<file path="config.mk">
export PLATFORM = sky130hd
export DESIGN_NAME = life_scan_capture
export DESIGN_NICKNAME = d
export VERILOG_FILES = /design/src/rtl/life_pkg.sv /design/src/rtl/life_scan_shreg.sv /design/src/rtl/life_scan_capture.sv
export SDC_FILE = /design/constraint.sdc
export NUM_CORES = 1
export LEC_CHECK = 0
export BUFFER_PORTS_ARGS = -buffer_cell sky130_fd_sc_hd__buf_2
export CORE_MARGIN = 5
export CORE_UTILIZATION = 53
export CTS_CLUSTER_DIAMETER = 50
export DETAILED_ROUTE_END_ITERATION = 8
export GPL_TIMING_DRIVEN = 0
export PLACE_DENSITY_LB_ADDON = 0.2
export SKIP_CTS_REPAIR_TIMING = 1
export SLEW_MARGIN = 40
export SYNTH_ARGS = -nofsm -noshare
export SYNTH_HDL_FRONTEND = slang
export SYNTH_SLANG_ARGS = --single-unit
</file>
<file path="constraint.sdc">
create_clock -name clk -period 1.6 [get_ports clk]
set_clock_uncertainty 0.05 [all_clocks]
set_input_delay 0.16 -clock clk [delete_from_list [all_inputs] [get_ports clk]]
set_output_delay 0.16 -clock clk [all_outputs]
set_load 0.01 [all_outputs]
</file>
<file path="src/rtl/life_pkg.sv">
// ---------------------------------------------------------------------------
// life_pkg
//   Shared constants and the capture FSM state encoding for the
//   life_scan_capture block and its shift-register sub-module.
//
//   LIFE_CELLS  cells per array = scan-chain length = memory word width
//   LIFE_BANKS  number of memory words written round-robin
// ---------------------------------------------------------------------------
package life_pkg;

  localparam int LIFE_CELLS = 16;
  localparam int LIFE_BANKS = 4;

  // HOLD is reachable only when FRAME_SYNC_EN is defined.
  typedef enum logic [1:0] {
    IDLE   = 2'd0,
    SHIFT  = 2'd1,
    HOLD   = 2'd2,
    COMMIT = 2'd3
  } capture_state_e;

endpackage

</file>
<file path="src/rtl/life_scan_shreg.sv">
// ---------------------------------------------------------------------------
// life_scan_shreg
//   CELLS-wide serial-in shift register plus bit counter used to assemble
//   the bits coming off the life array scan chain into one word.
//   New bits enter at the MSB, so after CELLS shifts the first bit shifted
//   in sits in bit 0.
//
// Ports
//   clk    in   1      system clock
//   reset  in   1      synchronous, active-high
//   shift  in   1      shift din in and advance the counter
//   clear  in   1      zero register and counter (start of a capture)
//   din    in   1      serial bit from the array
//   sh     out  CELLS  assembled word
//   last   out  1      counter is on the final bit (count == CELLS-1)
// ---------------------------------------------------------------------------
module life_scan_shreg
  import life_pkg::*;
#(
  parameter int CELLS = LIFE_CELLS
) (
  input  logic             clk,
  input  logic             reset,
  input  logic             shift,
  input  logic             clear,
  input  logic             din,
  output logic [CELLS-1:0] sh,
  output logic             last
);

  localparam int CNT_W = $clog2(CELLS);

  logic [CNT_W-1:0] count;

  always_ff @(posedge clk) begin
    if (reset || clear) begin
      sh    <= '0;
      count <= '0;
    end else if (shift) begin
      sh    <= {din, sh[CELLS-1:1]};
      // Wrap so the counter is ready for the next capture even without clear.
      count <= last ? '0 : count + 1'b1;
    end
  end

  assign last = (count == CNT_W'(CELLS - 1));

endmodule

</file>
<file path="src/rtl/life_scan_capture.sv">
// ---------------------------------------------------------------------------
// life_scan_capture
//   On request, shifts the whole life array scan chain once while feeding
//   every bit straight back in (so the generation is preserved), assembles
//   the bits into one word and writes it into the Block_Mem selector port
//   that feeds the VGA display. Banks are written round-robin.
//
//   Optional feature macro: FRAME_SYNC_EN
//     defined   - after shifting, wait in HOLD for a frame strobe and write
//                 on the cycle after it, so the display only changes between
//                 frames.
//     undefined - write immediately after shifting; frame is unused.
//
// Ports
//   clk             in   1       system clock
//   reset           in   1       synchronous, active-high
//   scan_start      in   1       one-cycle capture request
//   scan            out  1       scan-shift strobe to the array
//   scan_read_val   in   1       serial bit from array, valid while scan=1
//   scan_write_val  out  1       recirculated bit back into the array
//   scan_write_enb  out  1       enables scan_write_val into the chain
//   frame           in   1       one-cycle frame strobe
//   mem_write_enb   out  1       one-cycle memory write strobe
//   mem_addr        out  ADDR_W  memory word address (current bank)
//   mem_data        out  CELLS   captured word
//   busy            out  1       capture in progress (SHIFT/HOLD/COMMIT)
//   done            out  1       one-cycle pulse with mem_write_enb
//   overrun         out  1       sticky: scan_start seen while busy
//   state_dbg       out  2       current FSM state (capture_state_e)
//
// Handshake: scan_start is a single-cycle request accepted only in IDLE;
// any request while busy (including the COMMIT cycle) is dropped and sets
// overrun. The write is a single-cycle strobe with no back-pressure.
// ---------------------------------------------------------------------------
module life_scan_capture
  import life_pkg::*;
#(
  parameter int CELLS     = LIFE_CELLS,
  parameter int NUM_BANKS = LIFE_BANKS,
  parameter int ADDR_W    = 2
) (
  input  logic              clk,
  input  logic              reset,
  input  logic              scan_start,
  output logic              scan,
  input  logic              scan_read_val,
  output logic              scan_write_val,
  output logic              scan_write_enb,
  input  logic              frame,
  output logic              mem_write_enb,
  output logic [ADDR_W-1:0] mem_addr,
  output logic [CELLS-1:0]  mem_data,
  output logic              busy,
  output logic              done,
  output logic              overrun,
  output logic [1:0]        state_dbg
);

  capture_state_e    state;
  logic [ADDR_W-1:0] bank;
  logic [CELLS-1:0]  sh;
  logic [CELLS-1:0]  word_q;
  logic              last;
  logic              start_accept;

`ifndef FRAME_SYNC_EN
  logic frame_unused;
  assign frame_unused = frame;
`endif

  assign start_accept = (state == IDLE) && scan_start;

  life_scan_shreg #(
    .CELLS (CELLS)
  ) u_shreg (
    .clk   (clk),
    .reset (reset),
    .shift (scan),
    .clear (start_accept),
    .din   (scan_read_val),
    .sh    (sh),
    .last  (last)
  );

  // Recirculation: whatever leaves the chain goes straight back in.
  assign scan_write_enb = scan;
  assign scan_write_val = scan_read_val;

  assign mem_addr  = bank;
  // The shift register is stable in COMMIT; word_q keeps the last written
  // word visible while the next capture reuses the shift register.
  assign mem_data  = (state == COMMIT) ? sh : word_q;
  assign state_dbg = state;

  always_ff @(posedge clk) begin
    if (reset) begin
      state         <= IDLE;
      scan          <= 1'b0;
      busy          <= 1'b0;
      mem_write_enb <= 1'b0;
      done          <= 1'b0;
      bank          <= '0;
      overrun       <= 1'b0;
      word_q        <= '0;
    end else begin
      mem_write_enb <= 1'b0;
      done          <= 1'b0;

      if (scan_start && (state != IDLE)) begin
        overrun <= 1'b1;
      end

      case (state)
        IDLE: begin
          if (scan_start) begin
            state <= SHIFT;
            scan  <= 1'b1;
            busy  <= 1'b1;
          end
        end

        SHIFT: begin
          if (last) begin
            scan <= 1'b0;
`ifdef FRAME_SYNC_EN
            state <= HOLD;
`else
            state         <= COMMIT;
            mem_write_enb <= 1'b1;
            done          <= 1'b1;
`endif
          end
        end

`ifdef FRAME_SYNC_EN
        HOLD: begin
          if (frame) begin
            state         <= COMMIT;
            mem_write_enb <= 1'b1;
            done          <= 1'b1;
          end
        end
`endif

        COMMIT: begin
          state  <= IDLE;
          busy   <= 1'b0;
          word_q <= sh;
          bank   <= (bank == ADDR_W'(NUM_BANKS - 1)) ? '0 : bank + 1'b1;
        end

        default: begin
          state <= IDLE;
          scan  <= 1'b0;
          busy  <= 1'b0;
        end
      endcase
    end
  end

endmodule

</file>
==> reports/results.tsv <==
metric	value	unit
relative slew slack	68.8	%
Synth warnings	0	
RSZ-0062 raised after global routing	true	
IO Pins	32	
number of global-route vias before repair	1075	
GP Congestion	0.761	
status	finished, violations left	
Seq/Total Area, Yosys	51.7	%
final cell count without fillers	251	
CP Max Fanout	5	
initial core utilization	55.4	%
period utilization	107	%
post-synth cell types	23	
core area	0.00308	mm^2
Antenna Violating Nets Remaining	0	
PwrDens	804	mW/mm^2
Worst-Skew Late Latency	0.36	ns
TritonCTS buffer count	5	
sequence of cells on the critical path	buf_6, nand2_8, clkbuf_16, mux2_4, buf_6	
Internal Power	1.32	mW
die height	66.7	um
WHS	0.0110	ns
synthesized area per cell	10.8	um^2
area share of the largest cell type after synthesis	51.7	%
total chip power	1.75	mW
Slowest Stage Delay on Critical Path	0.36	ns
xor and xnor fraction of the mapped netlist area	0.514	%
row cnt	20	
worst-margin pin slew	0.468	ns
H-tree levels	2	
leading area contributor after synthesis	dfxtp_1	
HPWL Detailed	2080	um
Gate power share	5.9	%
final setup TNS	-1.14	ns
FF/Latch Area	886	um^2
Area growth, synth to finish	27.5	%
first-pass GRT wire length	4880	um
Leak	0.997	nW
die width	66.7	um
switching share of power	24.6	%
nets	213	
ANT cells	0	
post-synthesis mux area share	24.1	%
clock root cell	clkbuf_4	
length of the first detailed-routing pass in iterations	4	
Post-Route WL	3210	um
post-route setup slack	-0.118	ns
area of the multi-input gates	781	um^2
gr ovfl total	0	
post-synthesis compound-gate area fraction	2.57	%
DP Cell Count	232	
cell family with most CP delay	buffers and inverters	
DRC Markers	0	
commonest non-fill, non-tap cell in the layout	dfxtp_1	
pin count of the biggest net entering global routing	15	
Fmax	582	MHz
r2r setup slk	0.16	ns
critical path data required time	1.39	ns
initial antenna violation count	0	
Iteration-0 DRC Markers	47	
min-delay src	scan_read_val	
die area	0.00445	mm^2
worst slack, placed	0.111	ns
Hold Crit Depth	3	
Hold Path Sink	u_shreg.sh[15]	
NetSw	0.429	mW
failing checks	negative setup slack	
via-per-instance ratio	4.96	
Post-Synth Simple-Gate Area	15.6	%
IO Port Bufs	30	
synthesized instance count	158	
flops & latches, synth	44	
GRT Util Overall	14.7	%
drt wl/cell	12.8	um
CTS tree	done	
Final Slew Violations	0	
path type of the worst setup path	flip-flop to primary output	
Syn Nets	165	
Arrival @ worst endpoint	1.51	ns
Seq pwr share	64.1	%
Startpoint Class	flip-flop	
VDD IR-drop max	0.000580	V
R2R Path End	u_shreg.sh[13]	
crit end category	primary output	
CTS Buffer Depth	2	
Clock Power Share	30.0	%
fillcell total	241	
HP Class	input port to flip-flop	
clk slew on worst S/H paths	0.12	ns
top cells by area, synth	dfxtp_1, mux2i_1, mux2_4, nor2b_1, mux2_2	
area of the mapped netlist	0.00171	mm^2
WP buf/inv	3	
Setup-failing EPs final	16	
final hold vios	0	
CTS sink cnt	44	
vias	1245	
CP most frequent cell	buf_6	
post-synthesis adder-cell area fraction	1.47	%
FF-to-FF path depth	4	
share of cells above drive strength 1	35.3	%
Slowest cell on crit path	dfxtp_2	
Tmin final	1.72	ns
r2r startpoint	state_dbg[0]	
max cap viols	0	
commonest cells after routing, fill and taps aside	dfxtp_1, nor2_1, buf_2	
largest family of logic cells by synthesized area	multiplexers	
cells in the mapped netlist:
master    instances
a21o_1            1
a21oi_1           4
a31oi_1           1
buf_2             3
buf_4             3
buf_6             1
clkbuf_1          4
dfxtp_1          44
ha_1              2
inv_1             2
mux2_2            8
mux2_4            8
mux2i_1          20
nand2_1           4
nand2_4           1
nand3_1           1
nand4_1           1
nor2_1           24
nor2b_1          17
nor3_1            5
o21ai_0           2
or3_1             1
xor2_1            1
per-layer routing:
| metal | share of wire (%) | up-vias | wire, um | GRT usage, % |
|---|---|---|---|---|
| li1 | - | 623 | - | - |
| met1 | 45 | 590 | 1440 | 17.7 |
| met2 | 49 | 27 | 1560 | 23.8 |
| met3 | 5.6 | 5 | 180 | 4.22 |
| met4 | 1.0 | 0 | 32 | 7.61 |
| met5 | 0 | - | 0 | 0 |
worst reg2reg max path, cell delays in order (launching register included):
cell and delay [ns]:
dfxtp_4 0.42, nor2b_1 0.23, a21o_1 0.16, clkbuf_1 0.37, nor2_1 0.10
through the flow:
step | cell area [um^2] | util, %
2_1_floorplan | 1710 | -
3_3_place_gp | 1910 | 62.1
3_5_place_dp | 1910 | 62.1
4_1_cts | 1970 | 63.9
5_1_grt | 2170 | 70.7
6_report | 2170 | 70.7
cell type report:
class	instances	area share, %
buffer	11	3.62
clock buffer	5	1.73
inverter	2	0.345
tap	44	2.53
clock inverter	3	0.863
sequential	44	40.7
timing repair buffer	40	14.3
multi-input combinational	102	35.9
how the worst max path moves through the flow:
| stage | slack (ns) | cells past startpoint | start | to |
|---|---|---|---|---|
| after floorplan | 0.17 | 5 | state_dbg[1] | word_q[4] |
| after global placement | 0.11 | 4 | state_dbg[0] | mem_data[5] |
| after detailed placement | 0.11 | 4 | state_dbg[0] | mem_data[2] |
| after CTS | -0.30 | 4 | state_dbg[0] | mem_data[2] |
| after global routing | -0.20 | 5 | state_dbg[1] | mem_data[6] |
| final | -0.12 | 5 | state_dbg[1] | mem_data[6] |
sequential cells by signal, indices dropped and copies added (netlist names):
signal / flops
u_shreg.sh: 16
word_q: 16
u_shreg.count: 4
mem_addr: 2
state_dbg: 2
busy: 1
done: 1
overrun: 1
scan: 1
power groups by stage:
stage / combinational [mW] / clock (mW) / sequential [mW]
2_1_floorplan: 0.0663 / 0 / 1.14
3_3_place_gp: 0.0981 / 0 / 1.14
3_5_place_dp: 0.101 / 0 / 1.14
4_1_cts: 0.101 / 0.537 / 1.12
5_1_grt: 0.113 / 0.591 / 1.12
6_report: 0.104 / 0.524 / 1.12
cells by family after synthesis:
| family | after synthesis |
|---|---|
| AND/OR/NAND/NOR | 54 |
| AO/OA/AOI/OAI | 8 |
| multiplexers | 36 |
| XOR/XNOR | 1 |
| flip-flops | 44 |
| adder cells (fa/ha/maj) | 2 |
| buffers and inverters | 13 |
No activity file was read; power rests on OpenSTA's default activity.
